==> config.mk <==
export PLATFORM = sky130hd
export DESIGN_NAME = hack_cpu_mc
export DESIGN_NICKNAME = d
export VERILOG_FILES = /design/src/rtl/hack_cpu_mc.sv
export SDC_FILE = /design/constraint.sdc
export NUM_CORES = 1
export LEC_CHECK = 0
export CAP_MARGIN = 15
export CORE_ASPECT_RATIO = 1.25
export CORE_UTILIZATION = 45
export CTS_CLUSTER_SIZE = 28
export DETAILED_ROUTE_END_ITERATION = 12
export PLACE_DENSITY_LB_ADDON = 0.08
export SYNTH_ARGS = -nofsm -noshare
export SYNTH_HDL_FRONTEND = slang
export SYNTH_SLANG_ARGS = --single-unit
==> constraint.sdc <==
create_clock -name clk -period 8.2 [get_ports clk]
set_input_delay 1.23 -clock clk [delete_from_list [all_inputs] [get_ports clk]]
set_output_delay 1.23 -clock clk [all_outputs]
set_load 0.03 [all_outputs]
==> src/rtl/hack_cpu_mc.sv <==
`default_nettype none
// ============================================================================
// Module   : hack_cpu_mc
// Purpose  : Multi-cycle Hack A/C-instruction CPU with req/ack instruction and
//            data ports, optional self-loop halt and a retired-instruction count.
// Revision : 1.0
// ============================================================================
module hack_cpu_mc #(
  parameter int WIDTH   = 16,
  parameter int PC_W    = 15,
  parameter int DADDR_W = 15,
  parameter int HALT_EN = 1,
  parameter int CNT_W   = 32
) (
  input  logic               clk,
  input  logic               reset_n,
  output logic               imem_req,
  output logic [PC_W-1:0]    imem_addr,
  input  logic               imem_ack,
  input  logic [WIDTH-1:0]   imem_rdata,
  output logic               dmem_req,
  output logic               dmem_we,
  output logic [DADDR_W-1:0] dmem_addr,
  output logic [WIDTH-1:0]   dmem_wdata,
  input  logic               dmem_ack,
  input  logic [WIDTH-1:0]   dmem_rdata,
  output logic [PC_W-1:0]    pc,
  output logic [WIDTH-1:0]   a_reg,
  output logic [WIDTH-1:0]   d_reg,
  output logic               halted,
  output logic [CNT_W-1:0]   retired
);

  typedef enum logic [2:0] {
    S_FETCH  = 3'd0,
    S_DECODE = 3'd1,
    S_MREAD  = 3'd2,
    S_EXEC   = 3'd3,
    S_MWRITE = 3'd4
  } state_e;

  state_e             state_q, state_d;
  logic [PC_W-1:0]    pc_q, pc_d;
  logic [WIDTH-1:0]   a_q, a_d;
  logic [WIDTH-1:0]   d_q, d_d;
  logic [WIDTH-1:0]   ir_q, ir_d;
  logic [WIDTH-1:0]   mbuf_q, mbuf_d;
  logic [WIDTH-1:0]   res_q, res_d;
  logic [CNT_W-1:0]   retired_q, retired_d;
  logic               halted_q, halted_d;
  logic               imem_req_q, imem_req_d;
  logic               dmem_req_q, dmem_req_d;
  logic               dmem_we_q, dmem_we_d;

  logic [WIDTH-1:0]   alu_x0, alu_x1, alu_y, alu_y0, alu_y1, alu_o, alu_res;
  logic [WIDTH-1:0]   commit_val;
  logic               commit, zr, ng, jmp;
  logic [PC_W-1:0]    jmp_target;
  logic               unused_ir;

  assign unused_ir = ^ir_q[WIDTH-2:13];

  // x = D, y = A or M; control bits zx,nx,zy,ny,f,no live in ir[11:6]
  always_comb begin
    alu_y   = ir_q[12] ? mbuf_q : a_q;
    alu_x0  = ir_q[11] ? '0 : d_q;
    alu_x1  = ir_q[10] ? ~alu_x0 : alu_x0;
    alu_y0  = ir_q[9]  ? '0 : alu_y;
    alu_y1  = ir_q[8]  ? ~alu_y0 : alu_y0;
    alu_o   = ir_q[7]  ? (alu_x1 + alu_y1) : (alu_x1 & alu_y1);
    alu_res = ir_q[6]  ? ~alu_o : alu_o;
  end

  always_comb begin
    state_d    = state_q;
    pc_d       = pc_q;
    a_d        = a_q;
    d_d        = d_q;
    ir_d       = ir_q;
    mbuf_d     = mbuf_q;
    res_d      = res_q;
    retired_d  = retired_q;
    halted_d   = halted_q;
    commit     = 1'b0;

    case (state_q)
      S_FETCH: begin
        if (imem_req_q && imem_ack) begin
          ir_d    = imem_rdata;
          state_d = S_DECODE;
        end
      end
      S_DECODE: begin
        if (!ir_q[WIDTH-1]) begin
          a_d       = ir_q;
          pc_d      = pc_q + PC_W'(1);
          retired_d = retired_q + CNT_W'(1);
          state_d   = S_FETCH;
        end else begin
          state_d   = ir_q[12] ? S_MREAD : S_EXEC;
        end
      end
      S_MREAD: begin
        if (dmem_req_q && dmem_ack) begin
          mbuf_d  = dmem_rdata;
          state_d = S_EXEC;
        end
      end
      S_EXEC: begin
        res_d = alu_res;
        if (ir_q[3]) state_d = S_MWRITE;
        else         commit  = 1'b1;
      end
      S_MWRITE: begin
        if (dmem_req_q && dmem_ack) commit = 1'b1;
      end
      default: state_d = S_FETCH;
    endcase

    // The store path commits from the latched result; the register-only path
    // commits straight from the ALU in the same cycle.
    commit_val = (state_q == S_MWRITE) ? res_q : alu_res;
    zr         = (commit_val == '0);
    ng         = commit_val[WIDTH-1];
    jmp        = (ng & ir_q[2]) | (zr & ir_q[1]) | (~ng & ~zr & ir_q[0]);
    jmp_target = a_q[PC_W-1:0];

    if (commit) begin
      if (jmp) begin
        pc_d = jmp_target;
        if ((HALT_EN != 0) && (jmp_target == pc_q)) halted_d = 1'b1;
      end else begin
        pc_d = pc_q + PC_W'(1);
      end
      if (ir_q[4]) d_d = commit_val;
      if (ir_q[5]) a_d = commit_val;
      retired_d = retired_q + CNT_W'(1);
      state_d   = S_FETCH;
    end

    imem_req_d = (state_d == S_FETCH) && !halted_d;
    dmem_req_d = (state_d == S_MREAD) || (state_d == S_MWRITE);
    dmem_we_d  = (state_d == S_MWRITE);
  end

  always_ff @(posedge clk or negedge reset_n) begin
    if (!reset_n) begin
      state_q    <= S_FETCH;
      pc_q       <= '0;
      a_q        <= '0;
      d_q        <= '0;
      ir_q       <= '0;
      mbuf_q     <= '0;
      res_q      <= '0;
      retired_q  <= '0;
      halted_q   <= 1'b0;
      imem_req_q <= 1'b1;
      dmem_req_q <= 1'b0;
      dmem_we_q  <= 1'b0;
    end else begin
      state_q    <= state_d;
      pc_q       <= pc_d;
      a_q        <= a_d;
      d_q        <= d_d;
      ir_q       <= ir_d;
      mbuf_q     <= mbuf_d;
      res_q      <= res_d;
      retired_q  <= retired_d;
      halted_q   <= halted_d;
      imem_req_q <= imem_req_d;
      dmem_req_q <= dmem_req_d;
      dmem_we_q  <= dmem_we_d;
    end
  end

  // Fetch request is primed for the first cycle after reset, so gate it here.
  assign imem_req   = imem_req_q & reset_n;
  assign imem_addr  = pc_q;
  assign dmem_req   = dmem_req_q & reset_n;
  assign dmem_we    = dmem_we_q;
  assign dmem_addr  = a_q[DADDR_W-1:0];
  assign dmem_wdata = res_q;
  assign pc         = pc_q;
  assign a_reg      = a_q;
  assign d_reg      = d_q;
  assign halted     = halted_q;
  assign retired    = retired_q;

endmodule
`default_nettype wire

[After elaboration in Yosys (flattened, before gate mapping)]
Index checks and enable logic that the tools add are counted.
Cells by class
  add/subtract/negate cells: 3
  reduce and logical (&&, ||, !) cells: 13
  mux-type cells: 32
  eq/ne operators: 8
  bitwise logic cells: 14
Operators by type and width (count)
  16-bit 2-to-1 mux: 12
  32-bit 2-to-1 mux: 3
  15-bit 2-to-1 mux: 4
  16-bit inverter: 3
  32-bit by 1-bit adder with 32-bit output (second input constant): 1
  16-bit adder: 1
  16-bit bitwise AND: 1
  16-bit zero test: 1
  15-bit by 1-bit adder with 15-bit output (second input constant): 1
  15-bit == test: 1
  3-bit case mux with 5 select lines: 1
  3-bit 2-to-1 mux: 4
  3-bit by 2-bit == test with 1-bit output (second input constant): 3
  2-bit AND reduction: 4
  1-bit bitwise AND: 6
  3-bit == test (second input constant): 2
  3-bit zero test: 2
  1-bit 2-to-1 mux: 6
  3-bit by 1-bit == test with 1-bit output (second input constant): 1
  1-bit logical AND: 3
  2-bit 2-to-1 mux: 1
  2-bit by 1-bit != test with 1-bit output (second input constant): 1
  1-bit inverter: 2
  1-bit OR: 2
  4 further kinds: 4
Storage, ports and cells
  flip-flop bits (word level): 134
  logic and storage cells: 82
  bits of input ports: 36
  output and inout port bits: 129

[Depth between registers and ports, before layout]
  depth in word-level cells: 18
  mapped depth: 20
  mapped depth without buffers: 17

[Worst setup path before layout]
Ideal clock, no wire load.
  kind: reg-to-reg
  start point: register ir_q[12]
  end point: register pc_q[5] (netlist: imem_addr[5])
  path buffers: 4
  slack: 3.661 ns
  cell stages (with the launch flop): 20
  arrival time: 4.393 ns
  clock period less this slack: 4.539 ns
  setup time: 0.146 ns
  path through: dfrtp_1 -> clkbuf_1 -> buf_1 -> mux2i_1 -> nor2_1 -> xor2_1 -> ha_1 -> o21a_1 -> a21oi_1 -> a21oi_1 -> a211oi_2 -> xor2_1 -> a2bb2oi_1 -> o2111ai_1 -> or4_1 -> o211ai_2 -> buf_6 -> buf_12 -> mux2i_1 -> a22oi_2
Between the ends
  word-level cells in the longest chain between the ends: 16
Ends and longest elaborated chain
  from (decl): line 46  | logic [WIDTH-1:0] ir_q, ir_d;
  from (signal assigned): line 165  | ir_q <= ir_d;
  16-bit 2-to-1 mux (*): line 65  | alu_y = ir_q[12] ? mbuf_q : a_q;
  16-bit 2-to-1 mux (*): line 68  | alu_y0 = ir_q[9] ? '0 : alu_y;
  16-bit inverter: line 69  | alu_y1 = ir_q[8] ? ~alu_y0 : alu_y0;
  16-bit 2-to-1 mux (*): line 69
  16-bit adder / 16-bit bitwise AND (equally long branches): line 70  | alu_o = ir_q[7] ? (alu_x1 + alu_y1) : (alu_x1 & alu_y1);
  16-bit 2-to-1 mux (*): line 70
  16-bit inverter: line 71  | alu_res = ir_q[6] ? ~alu_o : alu_o;
  16-bit 2-to-1 mux (*): line 71
  16-bit 2-to-1 mux (*): line 122  | commit_val = (state_q == S_MWRITE) ? res_q : alu_res;
  16-bit zero test: line 123  | zr = (commit_val == '0);
  1-bit inverter: line 125  | jmp = (ng & ir_q[2]) | (zr & ir_q[1]) | (~ng & ~zr & ir_q[0]);
  1-bit bitwise AND (2 in a row): line 125
  1-bit OR (*): line 125
  15-bit 2-to-1 mux (*): line 129  | if (jmp) begin
  15-bit 2-to-1 mux (*): line 128  | if (commit) begin
  to (signal assigned): line 162  | pc_q <= pc_d;
  to (decl): line 43  | logic [PC_W-1:0] pc_q, pc_d;
Mark *: on every way between the ends. The rest lies on a longest branch, timed or not.
A chain may end at the register's enable or synchronous reset.

[Worst setup path in the final report]
  start point: register ir_q[12]
  end point: register pc_q[8] (netlist: imem_addr[8])
The elaborated chain is that of the path after synthesis.

==> qor.txt <==
kind of critical path: flop to flop
Mapped Nets: 965
NumNets Final: 1084
gr ovfl total: 0
Longest Clk Path Bufs: 2
worst hold start: retired[31]
core area: 18800 um2
CTS root buffer: clkbuf_16
sequential area share after synthesis: 38.8%
worst clock skew: 12.2 ps
largest net degree at the start of global routing: 70
Hold Path Sink: retired[31]
Skew-Pair Late Insertion Delay: 430 ps
DPL Wire Length: 17800 um
CTS H-tree depth: 4
status: finished, final reports clean
Post-CTS Setup Repair Bufs: 0
share of post-route cells with drive strength above 1: 12.1%
area leader, netlist: dfrtp_1
initial antenna violation count: 0
Vias/cell: 5.58
RSZ-0062 raised after global routing: no
vias in the first global route: 7035
buffers added on ports: 164
GRT Util Overall: 25.5%
final hold violations: 0
Yosys top cell area share: 38.5%
post-cts repair resize count: 0
synthesized instance count: 910
period utilization: 69.2%
commonest non-fill, non-tap cell in the layout: clkdlybuf4s50_1
I/O pins: 165
top post-synthesis cells by area: dfrtp_1 39%, mux2_2 7.3%, xnor2_1 5.5%
Chip Width: 126 um
worst hold path cell count: 1
WP data required: 8520 ps
CTS buffer count: 17
area grow syn2layout: 26.1%
Routed WL: 24200 um
Slew Viols, Final: 0
CP max FO: 30
launch point of the worst reg-to-reg path: ir_q[12]
Mapped Avg Cell Area: 9.50 um2
clock-pin slew on the worst setup and hold paths: 60 ps
row cnt: 56
die span in y: 157 um
DR WL/cell: 19.0 um
post-synthesis register bit count: 134
Hold Crit Class: flop to flop
Slew headroom: 31.7%
Worst EP arrival: 5990 ps
GP Congestion: 0.976
Hold-fix buffers, CTS: 0
max_cap viols: 0
CP endpoint kind: flop
CP startpoint kind: flop
worst slew pin tran: 1020 ps
CTS tree: done
Post-synth EDFFs: 0
Final setup viols: 0
Max Clk Rate: 176 MHz
Final TNS setup: 0 ps
DR iter-0 viols: 368
FF-to-FF path depth: 18
DRC: 0
distinct cell type count after synthesis: 72
DRT antenna net count: 0
Synth Cell Area: 8640 um2
Ys Warns: 0
Critical R2R Capture: imem_addr[8]
first-pass GRT wire length: 38600 um
Vias: 7114
Clock Sinks: 134
die area: 19800 um2
most frequent cells in the layout: 163 x clkdlybuf4s50_1, 133 x dfrtp_1, 93 x nand2_1
Initial Util: 46.0%
predominant post-synthesis flop cell: dfrtp_1
Post-synth ARST share: 100%
Largest register FFs: 32
Antenna diodes: 0
crit path time final: 5680 ps
DR pass1 iterations: 5
flop-to-flop setup slack: 2520 ps
worst max path at each step:
stage,startpoint,endpoint,slack [ps],cells after the start
after floorplan,ir_q[12],imem_addr[5],3660,19
after global placement,ir_q[12],imem_addr[8],2570,18
after detailed placement,ir_q[12],imem_addr[8],2570,18
after CTS,ir_q[12],imem_addr[8],2510,18
after global routing,ir_q[12],imem_addr[8],2170,18
final,ir_q[12],imem_addr[8],2520,18
through the flow:
stage | util [%] | hold WS [ps] | cell area (um2) | setup slack [ps] | std cells
2_1_floorplan | - | 475 | 8640 | 3660 | 910
3_3_place_gp | 54.5 | 466 | 10200 | 2570 | 1242
3_5_place_dp | 54.5 | 461 | 10200 | 2570 | 1242
4_1_cts | 58.0 | 472 | 10900 | 2510 | 1274
5_1_grt | 58.0 | 484 | 10900 | 2170 | 1274
6_report | 58.0 | 471 | 10900 | 2520 | 1274
cells by family (layout without fill, tap and decap cells):
family	count (synthesis)	count (layout)	share of synthesized area, %
buffers and inverters	97	229	5.94
multiplexers	101	101	12.5
AND/OR/NAND/NOR	297	297	16.8
AO/OA/AOI/OAI	165	165	13.2
adder cells (fa/ha/maj)	19	19	2.84
XOR/XNOR	97	97	9.83
flip-flops	134	134	38.8
routing by layer:
layer	routed length (um)	vias up	global-route usage (%)
met5	0	-	0
met4	672	0	9.75
met3	905	35	3.74
met2	12200	195	44.6
met1	10500	3470	31.7
li1	-	3414	-
Yosys cell counts (18+ instances only):
master,count
a21oi_1,28
buf_4,32
xor2_1,43
nor2_1,68
and3_1,21
xnor2_1,54
clkbuf_1,32
inv_1,22
mux2_2,56
mux2i_1,45
ha_1,18
o21ai_0,56
dfrtp_1,133
nand2b_1,29
nand2_1,93
nand3_1,21
worst max-delay path: stages (launching register included):
cell	delay [ps]
dfrtp_1	950
mux2i_1	280
nor2_1	70
xor2_1	170
ha_1	260
inv_1	70
fa_1	410
nor2b_2	230
o311ai_2	180
a211oi_2	270
nor3_1	80
nor4b_1	610
mux2_2	300
o2111ai_1	160
or4_1	520
o211ai_2	90
buf_4	370
mux2_2	380
a21o_1	150
area by class of cell:
| class | instances | area, um2 |
|---|---|---|
| Inverter | 22 | 82.6 |
| Fill cell | 1677 | 7890 |
| Clock buffer | 18 | 439 |
| Multi-Input combinational cell | 679 | 4790 |
| Sequential cell | 134 | 3350 |
| Tap cell | 232 | 290 |
| Clock inverter | 14 | 211 |
| Timing Repair Buffer | 175 | 1730 |
Power is left out: the tool's default activity adds up to more than one toggle a clock period on the data nets, which glitch-free logic cannot reach.
